### config.mk
export PLATFORM = sky130hd
export DESIGN_NAME = wb_arbiter_n
export DESIGN_NICKNAME = d
export VERILOG_FILES = /design/src/rtl/wb_arb_pkg.sv /design/src/rtl/wb_arb_pick.sv /design/src/rtl/wb_arbiter_n.sv
export SDC_FILE = /design/constraint.sdc
export NUM_CORES = 1
export LEC_CHECK = 0
export CAP_MARGIN = 25
export CORE_AREA = 4 4 109 111
export DETAILED_ROUTE_END_ITERATION = 8
export DIE_AREA = 0 0 113 115
export SLEW_MARGIN = 20
export SYNTH_ARGS = -nofsm -noshare
export SYNTH_HDL_FRONTEND = slang
export SYNTH_SLANG_ARGS = --single-unit
### constraint.sdc
create_clock -name clk -period 1.4 [get_ports clk]
set_input_delay 0.14 -clock clk [delete_from_list [all_inputs] [get_ports clk]]
set_output_delay 0.14 -clock clk [all_outputs]
set_load 0.01 [all_outputs]
### src/rtl/wb_arb_pkg.sv
// Shared state type, policy constants and helpers for the Wishbone N-master arbiter.
package wb_arb_pkg;

    typedef enum logic [1:0] {
        IDLE  = 2'd0,
        GRANT = 2'd1,
        ABORT = 2'd2
    } arb_state_t;

    localparam int ARB_FIXED   = 0;
    localparam int ARB_RR      = 1;
    localparam int MAX_MASTERS = 8;

    function automatic logic [2:0] oh2idx(input logic [MAX_MASTERS-1:0] oh);
        logic [2:0] idx;
        idx = '0;
        for (int i = 0; i < MAX_MASTERS; i++)
            if (oh[i]) idx = idx | 3'(i);
        return idx;
    endfunction

endpackage

### src/rtl/wb_arb_pick.sv
// Rotating-pointer priority picker: first requester at or above ptr (wrapping), or
// lowest index when rr=0. Purely combinational, one-hot result.
module wb_arb_pick #(
    parameter int N  = 2,
    parameter int PW = (N > 1) ? $clog2(N) : 1
) (
    input  logic [N-1:0]  req,
    input  logic [PW-1:0] ptr,
    input  logic          rr,
    output logic [N-1:0]  win
);

    logic [N-1:0] upper;
    logic [N-1:0] pool;

    // Requesters at/above the pointer win first; if none, wrap to the full set.
    always_comb begin
        upper = '0;
        for (int i = 0; i < N; i++)
            upper[i] = req[i] && (!rr || i >= int'(ptr));
        pool = (|upper) ? upper : req;
        win  = '0;
        for (int i = N - 1; i >= 0; i--)
            if (pool[i]) begin
                win    = '0;
                win[i] = 1'b1;
            end
    end

endmodule

### src/rtl/wb_arbiter_n.sv
// N-master to 1-slave Wishbone B3 classic arbiter; grant is locked for the whole cyc.
// Define WB_ARB_TIMEOUT_EN to add a watchdog that flags m_err and aborts stalled transfers.
module wb_arbiter_n
    import wb_arb_pkg::*;
#(
    parameter int N_MASTERS      = 2,
    parameter int AW             = 32,
    parameter int DW             = 32,
    parameter int RR             = 1,
    parameter int TIMEOUT_CYCLES = 255
) (
    input  logic                    clk,
    input  logic                    rst,
    input  logic [N_MASTERS-1:0]    m_cyc,
    input  logic [N_MASTERS-1:0]    m_stb,
    input  logic [N_MASTERS-1:0]    m_we,
    input  logic [N_MASTERS*DW/8-1:0] m_sel,
    input  logic [N_MASTERS*AW-1:0] m_adr,
    input  logic [N_MASTERS*DW-1:0] m_dat_w,
    output logic [DW-1:0]           m_dat_r,
    output logic [N_MASTERS-1:0]    m_ack,
    output logic [N_MASTERS-1:0]    m_err,
    output logic                    s_cyc,
    output logic                    s_stb,
    output logic                    s_we,
    output logic [DW/8-1:0]         s_sel,
    output logic [AW-1:0]           s_adr,
    output logic [DW-1:0]           s_dat_w,
    input  logic [DW-1:0]           s_dat_r,
    input  logic                    s_ack,
    output logic [N_MASTERS-1:0]    gnt
);

    localparam int SW = DW / 8;
    localparam int PW = (N_MASTERS > 1) ? $clog2(N_MASTERS) : 1;

    arb_state_t           state, state_n;
    logic [N_MASTERS-1:0] gnt_n, win;
    logic [PW-1:0]        rr_ptr, rr_ptr_n, win_nxt;
    logic [2:0]           win_idx;
    logic                 busy, cyc_g;

    wb_arb_pick #(.N(N_MASTERS), .PW(PW)) u_pick (
        .req (m_cyc),
        .ptr (rr_ptr),
        .rr  (RR == ARB_RR),
        .win (win)
    );

    assign busy  = (state == GRANT);
    assign cyc_g = |(m_cyc & gnt);

    always_comb begin
        win_idx = oh2idx(MAX_MASTERS'(win));
        win_nxt = (int'(win_idx) == N_MASTERS - 1) ? '0 : PW'(int'(win_idx) + 1);
    end

`ifdef WB_ARB_TIMEOUT_EN
    localparam int WW = $clog2(TIMEOUT_CYCLES + 1);
    logic [WW-1:0] wd_cnt;
    logic          timeout;

    // Fires on the last tolerated stall cycle; the abort takes effect next cycle.
    assign timeout = busy && cyc_g && s_stb && !s_ack && (wd_cnt == WW'(TIMEOUT_CYCLES - 1));
    assign m_err   = timeout ? gnt : '0;

    always_ff @(posedge clk) begin
        if (rst)
            wd_cnt <= '0;
        else if (!busy || state_n != GRANT || s_ack)
            wd_cnt <= '0;
        else if (s_stb)
            wd_cnt <= wd_cnt + 1'b1;
    end
`else
    assign m_err = '0;
`endif

    always_comb begin
        state_n  = state;
        gnt_n    = gnt;
        rr_ptr_n = rr_ptr;
        case (state)
            IDLE: begin
                if (|m_cyc) begin
                    state_n = GRANT;
                    gnt_n   = win;
                    if (RR == ARB_RR) rr_ptr_n = win_nxt;
                end
            end
            GRANT: begin
                if (!cyc_g) begin
                    state_n = IDLE;
                    gnt_n   = '0;
                end
`ifdef WB_ARB_TIMEOUT_EN
                else if (timeout) begin
                    state_n = ABORT;
                end
            end
            ABORT: begin
                if (!cyc_g) begin
                    state_n = IDLE;
                    gnt_n   = '0;
                end
`endif
            end
            default: begin
                state_n = IDLE;
                gnt_n   = '0;
            end
        endcase
    end

    always_ff @(posedge clk) begin
        if (rst) begin
            state  <= IDLE;
            gnt    <= '0;
            rr_ptr <= '0;
        end else begin
            state  <= state_n;
            gnt    <= gnt_n;
            rr_ptr <= rr_ptr_n;
        end
    end

    // Slave side follows the granted master only while in GRANT.
    always_comb begin
        s_cyc   = 1'b0;
        s_stb   = 1'b0;
        s_we    = 1'b0;
        s_sel   = '0;
        s_adr   = '0;
        s_dat_w = '0;
        for (int i = 0; i < N_MASTERS; i++)
            if (busy && gnt[i]) begin
                s_cyc   = m_cyc[i];
                s_stb   = m_stb[i];
                s_we    = m_we[i];
                s_sel   = m_sel[i*SW +: SW];
                s_adr   = m_adr[i*AW +: AW];
                s_dat_w = m_dat_w[i*DW +: DW];
            end
    end

    assign m_ack   = busy ? (gnt & {N_MASTERS{s_ack}}) : '0;
    assign m_dat_r = s_dat_r;

endmodule

==> impl_summary.md, run 1 <==
STA
The final count of hold timing violations is 0. The final cycle utilization of the critical path is 1.11. Setup repair after global routing could not meet its margin everywhere. Timing would allow up to 646 MHz. The final worst-path setup slack is -0.149 ns. The final count of negative-setup-slack endpoints is 70. The count of final max-slew check failures is 0. Between clock sinks in the finished design, the worst skew comes to between 0.0009 and 0.001 ns. Counting I/O delays and the setup requirement, the final critical path takes 1.55 ns.

Global route
The initial antenna violation count is 0. The all-layer global routing usage is 0.115. The maximum number of pins on one net before global-route repair is 21. The total overflow left after global routing is 0. The first global-routing pass estimated around 12000 µm of wire. The via count of the first global-routing pass was 2236.

Setup path
The worst setup path endpoint is s_dat_w[0]. Along the worst path, the maximum fanout reaches 20. The startpoint identified for the worst register-to-register timing path is gnt[0].

The launching instance or port of the critical path is gnt[1]. The endpoint identified for the worst register-to-register timing path is gnt[1]. For the worst setup path, the data required time is between 1 and 1.5 ns. The internal reg-to-reg setup slack is 0.43 ns. The worst setup path is of the flip-flop to output pin kind. The worst setup path is captured at an output pin. Data arrives at the worst endpoint at between 1 and 1.5 ns. Measured in cells, the most critical reg-to-reg path has a length of 4. The worst setup path is launched from a flip-flop.

Floorplanning
The core area is 10800 µm². In this run the horizontal extent of the chip is 113 µm. The floorplan has 38 rows.

The starting density of the core is 0.112. The die is 115 µm tall. During I/O placement, the number of pins put on the boundary was 286. The die covers 13000 µm².

Final layout
The repair_antennas step left the layout with diodes totalling 0. For this run, the share of the core covered by cells in the final layout is 0.316. The share of layout cells above drive strength 1 is 0.314. The area growth from synthesis to layout is 183%. The post-layout net count is 533.

The filler cell count is 1149.

Pwr
In this run the power density over the cells is 385 nW/µm². The leakage power is approximately 1.6 nW. The maximum VDD drop is between 0.4 and 0.5 mV.

Clock network
The clock transition at the registers of the reported paths is 0.03 ns. Buffers inserted to repair hold after CTS numbered 0. The number of clock sinks is 4. The maximum clock path buffer count is 2. The clock tree from TritonCTS is built. The maximum level of the CTS H-tree is 1. The root cell of the clock tree is sky130_fd_sc_hd__clkbuf_8. The clock reaches the later pin of the worst-skew pair after 0.22 ns. The number of CTS-inserted buffers is 3.

Run
The count of max-cap constraint violations is 0.

Drt
The number of vias after detailed routing is 2055. In the routed design, unresolved DRC markers number 0. In the final routing, the length of wire on met1 measures 3050 µm. The routed design has 8400 µm of wire.

The pre-antenna-repair detailed-routing pass consisted of 4 iterations. Wire segments on met3 add up to a little under 1000 µm in the final route. The routed design uses approximately 4200 µm of met2 wire. After detailed routing, the number of vias per cell comes to 4.16.

The highest layer touched by signal routing is met4. The routed wirelength normalized by instance count is 17.0 µm. The number of routed nets with antenna violations is 0. The number of DRC violations after detailed-routing iteration 0 is 56.

Worst hold path
The startpoint identified for the worst hold timing path is s_dat_r[11]. The path class of the tightest hold or removal check is primary input to output pin.

Place
The HPWL reported at the end of detailed placement is 6160 µm. The count of buffers inserted at the top-level ports is 219. The congestion estimate from routability-driven global placement came to 0.737.

The worst setup timing slack at the placement stage is -0.313 ns.

Status
The run finished, with violations left. The final reports fail on setup timing.

Synthesis
The number of flip-flops and latches in the synthesized netlist is 4. For this run, the register share of the synthesized area comes to 0.0664. Averaged over all synthesized cells, the footprint is 8.04 µm². The post-synth design cell area is approximately 1200 µm².

Synthesis produced a netlist whose cell count is 150. The total of warnings raised by yosys is 0. The number of distinct standard cells referenced by the synthesized netlist is 25.
## kinds of logic (layout without fill, tap and decap cells)
family	Yosys count	in the layout	synth area share
buffers and inverters	50	253	0.297
and+or+nand+nor	17	17	0.0778
AOI/OAI and AO/OA	77	77	0.548
other	1	2	0.00311
muxes	1	1	0.00830
DFF	4	4	0.0664
## per-layer routing
metal,global-route usage,up-vias
met5,0,-
met4,0.0256,0
met3,0.0416,17
met2,0.212,142
met1,0.127,924
li1,-,972
## synthesized netlist by cell type
master	count	area, µm²
sky130_fd_sc_hd__a2bb2oi_1	1	8.76
sky130_fd_sc_hd__nand3_1	1	5.00
sky130_fd_sc_hd__buf_6	1	11.3
sky130_fd_sc_hd__nand3b_1	1	7.51
sky130_fd_sc_hd__o21ai_1	1	5.00
sky130_fd_sc_hd__and3b_1	1	8.76
sky130_fd_sc_hd__dfxtp_1	4	80.1
sky130_fd_sc_hd__nand2_2	1	6.26
sky130_fd_sc_hd__mux2i_1	1	10.0
sky130_fd_sc_hd__nor2_1	3	11.3
sky130_fd_sc_hd__a22o_1	70	613
sky130_fd_sc_hd__nand2b_1	2	12.5
sky130_fd_sc_hd__clkbuf_1	1	3.75
sky130_fd_sc_hd__buf_2	7	35.0
sky130_fd_sc_hd__buf_4	41	308
sky130_fd_sc_hd__o21bai_1	1	7.51
sky130_fd_sc_hd__nor2b_1	1	6.26
sky130_fd_sc_hd__and2_1	2	12.5
sky130_fd_sc_hd__a21oi_1	1	5.00
sky130_fd_sc_hd__o21ai_0	1	5.00
sky130_fd_sc_hd__a31oi_1	1	6.26
sky130_fd_sc_hd__a32o_1	1	10.0
sky130_fd_sc_hd__nand2_1	3	11.3
sky130_fd_sc_hd__conb_1	1	3.75
sky130_fd_sc_hd__and3_1	2	12.5
## state kept, by name (all words and copies together), names as in the netlist
register	count
state	1
gnt	2
rr_ptr	1
## worst min path at each step
stage	end	cells past startpoint	slack (ns)
4_1_cts	m_dat_r[18]	0	0.28
2_1_floorplan	state[0]	1	0.21
3_3_place_gp	m_dat_r[18]	0	0.28
5_1_grt	m_dat_r[22]	0	0.28
6_report	m_dat_r[11]	0	0.28
3_5_place_dp	m_dat_r[18]	0	0.28
## cells in the final DEF, fill, tap and decap left out, types with 2 or more instances in the layout
master / synthesis / routed
sky130_fd_sc_hd__clkdlybuf4s50_1: 0 / 144
sky130_fd_sc_hd__buf_2: 7 / 71
sky130_fd_sc_hd__a22o_1: 70 / 70
sky130_fd_sc_hd__buf_4: 41 / 10
sky130_fd_sc_hd__buf_12: 0 / 7
sky130_fd_sc_hd__buf_16: 0 / 5
sky130_fd_sc_hd__buf_6: 1 / 5
sky130_fd_sc_hd__clkbuf_8: 0 / 3
sky130_fd_sc_hd__buf_8: 0 / 3
sky130_fd_sc_hd__nand2_2: 1 / 2
sky130_fd_sc_hd__and3_1: 2 / 2
sky130_fd_sc_hd__nand2_1: 3 / 2
sky130_fd_sc_hd__nand2b_1: 2 / 2
sky130_fd_sc_hd__nor2_1: 3 / 2
sky130_fd_sc_hd__conb_1: 1 / 2
sky130_fd_sc_hd__dfxtp_1: 4 / 2
sky130_fd_sc_hd__dfxtp_2: 0 / 2
sky130_fd_sc_hd__dlymetal6s2s_1: 0 / 2
sky130_fd_sc_hd__dlygate4sd2_1: 0 / 2
## metrics by stage
| stage | total power, W | instance area, µm² | hold WS, ns | TNS [ns] | cells |
|---|---|---|---|---|---|
| floorplan | 0.000481 | 1210 | 0.209 | 0 | 151 |
| global placement | 0.00105 | 3360 | 0.280 | -16.63 | 472 |
| detailed placement | 0.00105 | 3360 | 0.280 | -18.19 | 472 |
| CTS | 0.00134 | 3410 | 0.280 | -8.12 | 491 |
| global route | 0.00140 | 3410 | 0.280 | -11.69 | 494 |
| finish | 0.00131 | 3410 | 0.280 | -8.49 | 494 |
## layout make-up
cell class              count  area (µm²)  area share
well taps                 140         175      0.0514
repair buffers            250        2330       0.682
flip-flops and latches      4        82.6      0.0242
multi-input cells          97         785       0.230
clock buffers               3        41.3      0.0121
## report_power, final
group | switching, W | internal (W) | total [W]
Sequential | 0.00000914 | 0.000127 | 0.000136
Combinational | 0.000304 | 0.000625 | 0.000929
Clock | 0.0000653 | 0.000184 | 0.000249
## worst max-delay path, stage by stage (launching register included)
cell,delay (ns)
sky130_fd_sc_hd__dfxtp_2,0.33
sky130_fd_sc_hd__and2_4,0.21
sky130_fd_sc_hd__buf_6,0.13
sky130_fd_sc_hd__buf_16,0.15
sky130_fd_sc_hd__a22o_1,0.23
sky130_fd_sc_hd__buf_2,0.14
## what timing repair did
item,CTS,global route
buffers inserted,9,5
pin swaps,8,8
endpoints found under the setup margin,74,73
resized for setup,304,10
gates cloned,8,0
No activity file was read; power rests on OpenSTA's default activity.
==> run 2, diff against run 1 <==
==> constraint.sdc (replaced) <==
create_clock -name clk -period 1.54 [get_ports clk]
set_input_delay 0.154 -clock clk [delete_from_list [all_inputs] [get_ports clk]]
set_output_delay 0.154 -clock clk [all_outputs]
set_load 0.01 [all_outputs]
==> run 2 against run 1 <==
Against the previous run:
- the flow still finishes with violations (setup timing)
- final cell count unchanged
- register-to-register slack worse by 0.07 ns
- worst hold slack better by 0.028 ns
- die area unchanged
- critical endpoint is now s_adr[2]
==> impl_summary.md, run 2 (synthesized netlist as in run 1, its figures left out) <==
Status
Outcome: complete, but fails checks (unchanged). Violations in the final reports: setup timing (unchanged).

Setup path
The arrival time of data at the critical path endpoint is 1.49 ns (was 1.41 ns). The critical path required time is 1.39 ns (was 1.26 ns). The cell type with the highest occurrence count on the critical path is sky130_fd_sc_hd__buf_6. The kind of start point of the critical path was a flip-flop (unchanged). The maximum net fanout on the critical path is 11 (was 20). The critical path's slowest cell is sky130_fd_sc_hd__dfxtp_2 (unchanged).

The kind of end point of the critical path is an output pin (unchanged). The type of the worst setup path is flip-flop to output pin (unchanged). The logic depth of the worst register-to-register path is 6 (was 4). The internal reg-to-reg setup slack is 0.36 ns (was 0.43 ns). The largest incremental delay on the critical path is 0.32 ns (was 0.33 ns). Ordered list of cells on the worst path: buf_6 > and2_4 > buf_12 > buf_6 > a22o_1 > buf_2 (was and2_4 > buf_6 > buf_16 > a22o_1 > buf_2). The worst setup path endpoint is s_adr[2] (was s_dat_w[0]). The launching instance or port of the critical path is state[0] (was gnt[1]). The capture instance of the worst register-to-register path was rr_ptr (was gnt[1]). The startpoint of the most critical register-to-register path was state[0] (was gnt[0]).

Clock network
The number of clock sinks came to 4 (unchanged). The maximum level of the CTS H-tree is 1 (unchanged). The count of hold buffers inserted by post-cts repair is 0 (unchanged). The maximum clock path buffer count was 2 (unchanged). The clock tree from TritonCTS was built (unchanged). The root cell of the clock tree is sky130_fd_sc_hd__clkbuf_8 (unchanged). The clock latency on the worst-skew pair was 0.22 ns (about the same). The clock transition at the registers of the reported paths was 0.03 ns (about the same). The number of CTS-inserted buffers is 3 (unchanged).

STA
The final worst-path setup slack is -0.103 ns (was -0.149 ns). The maximum clock frequency is 609 MHz. Counting I/O delays and the setup requirement, the final critical path takes 1.64 ns. Setup repair after global routing missed its margin: true (unchanged). The count of final max-slew check failures is 0 (unchanged). Of the available clock period, the critical path in the final layout requires 1.07. The final-layout worst hold slack is 0.308 ns (was 0.280 ns). The setup total negative slack is -2.12 ns (was -8.49 ns). The final count of negative-setup-slack endpoints is 34 (was 70). The final setup skew was 0.000135 ns (was 0.000935 ns). The final count of hold timing violations is 0 (unchanged).

Final layout
The post-layout net count is 533 (unchanged). The number of flip-flops under the largest register name came to 2 (unchanged). The most common library cell in the layout ignoring fill and taps is sky130_fd_sc_hd__clkdlybuf4s50_1 (unchanged).

The count of non-filler cells in the finished layout is 494 (unchanged). The share of layout cells above drive strength 1 is 0.311 (was 0.314). The antenna diode count is 0 (unchanged). Most frequent cells in the layout: sky130_fd_sc_hd__clkdlybuf4s50_1, sky130_fd_sc_hd__a22o_1, sky130_fd_sc_hd__buf_2 (was sky130_fd_sc_hd__clkdlybuf4s50_1, sky130_fd_sc_hd__buf_2, sky130_fd_sc_hd__a22o_1). Registers with the most flip-flops: gnt: 2 flops, rr_ptr: 1 flops, state: 1 flops (unchanged). The layout-stage area growth over the synthesis result is 196% (was 183%). The register with the most flip-flops is gnt (unchanged).

Pwr
The portion of total power attributed to combinational logic came to 0.716 (was 0.707). The total power density per cell area is 348 nW/µm² (was 385 nW/µm²). The leakage power was 1.55 nW (was 1.60 nW).

The part of the power in the clock network came to 0.184 (was 0.190). The maximum VDD drop is 0.250 mV (was 0.406 mV). The switching share of power is 0.286 (was 0.288).

The post-layout total power is 0.00124 W (was 0.00131 W). The switching power total is 0.000355 W (was 0.000378 W). The sequential share of power was 0.100 (was 0.104). The cell-internal power is 0.000887 W (was 0.000936 W).

Drt
The number of design rule violations left after detail routing was 0 (unchanged). The number of routed nets with antenna violations came to 0 (unchanged). The wire length after detailed routing was 8500 µm (was 8400 µm). The detailed-route vias per instance is 4.18 (was 4.16). The detailed-router iteration count before antenna repair is 4 (unchanged).

The routed wirelength normalized by instance count is 17.2 µm (was 17.0 µm). The number of vias after detailed routing came to 2067 (was 2055). The number of DRC violations after detailed-routing iteration 0 is 65 (was 56).

Floorplanning
The count of pins on the block boundary is 286 (unchanged). The number of rows in the core area is 38 (unchanged). The die area was 13000 µm² (unchanged). The die height came to 115 µm (unchanged). The horizontal die dimension came to 113 µm (unchanged).

The core area came to 10800 µm² (unchanged). The starting density of the core is 0.112 (unchanged).

Run
The count of max-cap constraint violations is 0 (unchanged).

Global route
The initial antenna violation count came to 0 (unchanged). The maximum number of pins on one net before global-route repair is 21 (unchanged). The via count of the first global-routing pass is 2306 (was 2236). The overall overflow remaining after global route is 0 (unchanged). The global-route wire length before repair is 12400 µm (was 11900 µm).

The all-layer global routing usage is 0.121 (was 0.115).

Place
The weighted congestion at the end of routability-driven global placement came to 0.739 (was 0.737). The count of buffers inserted at the top-level ports is 219 (unchanged). The HPWL reported at the end of detailed placement is 6190 µm (was 6160 µm).

The instance count after placement with tap cells included is 472 (unchanged).

Worst hold path
The classification of the worst-slack hold path was primary input to output pin (unchanged). The hold path startpoint is s_dat_r[11] (unchanged).
[run 2: layout make-up]
class,instances,area [µm²]
clock buffers,3,41.3
fillers,1140,7230
multi-input cells,97,782
flip-flops and latches,4,83.8
well taps,140,175
repair buffers,250,2480
[run 2: worst max-delay path, delay by kind of cell (launching register included)]
family	cells	cell delay [ns]
buf+inv	4	0.52
compound gates	1	0.23
flops	1	0.32
simple gates	1	0.19
[run 2: per-stage QoR]
step / util / instance area [µm²] / worst slack [ns]
2_1_floorplan: - / 1210 / 0.255
3_3_place_gp: 0.311 / 3360 / -0.164
3_5_place_dp: 0.311 / 3360 / -0.182
4_1_cts: 0.328 / 3540 / -0.165
5_1_grt: 0.331 / 3570 / -0.154
6_report: 0.331 / 3570 / -0.103
[run 2: timing repair]
item                       CTS  global route
pin swaps                   19             2
resized for setup          284            19
setup buffers                9             2
cloned                       9             0
setup endpoints to repair   73            71
[run 2: layer usage]
metal / GRT usage / share of wire / vias up / wire, µm
met4: 0.0393 / 0.026 / 0 / 219
met3: 0.0500 / 0.12 / 21 / 982
li1: - / - / 967 / -
met1: 0.130 / 0.36 / 930 / 3030
met2: 0.216 / 0.50 / 149 / 4270
met5: 0 / 0 / - / 0
[run 2: power by group through the flow]
stage	clock network (W)	logic (W)	registers, W
2_1_floorplan	0	0.000311	0.000126
3_3_place_gp	0	0.000829	0.000124
3_5_place_dp	0	0.000836	0.000124
4_1_cts	0.000238	0.000888	0.000124
5_1_grt	0.000250	0.000948	0.000126
6_report	0.000229	0.000889	0.000124
[run 2: how the worst min path moves through the flow]
stage	slack (ns)	depth (start not counted)	end
floorplan	0.22	1	state[0]
global placement	0.31	0	m_dat_r[18]
detailed placement	0.31	0	m_dat_r[18]
CTS	0.31	0	m_dat_r[18]
global route	0.31	0	m_dat_r[22]
finish	0.31	0	m_dat_r[11]
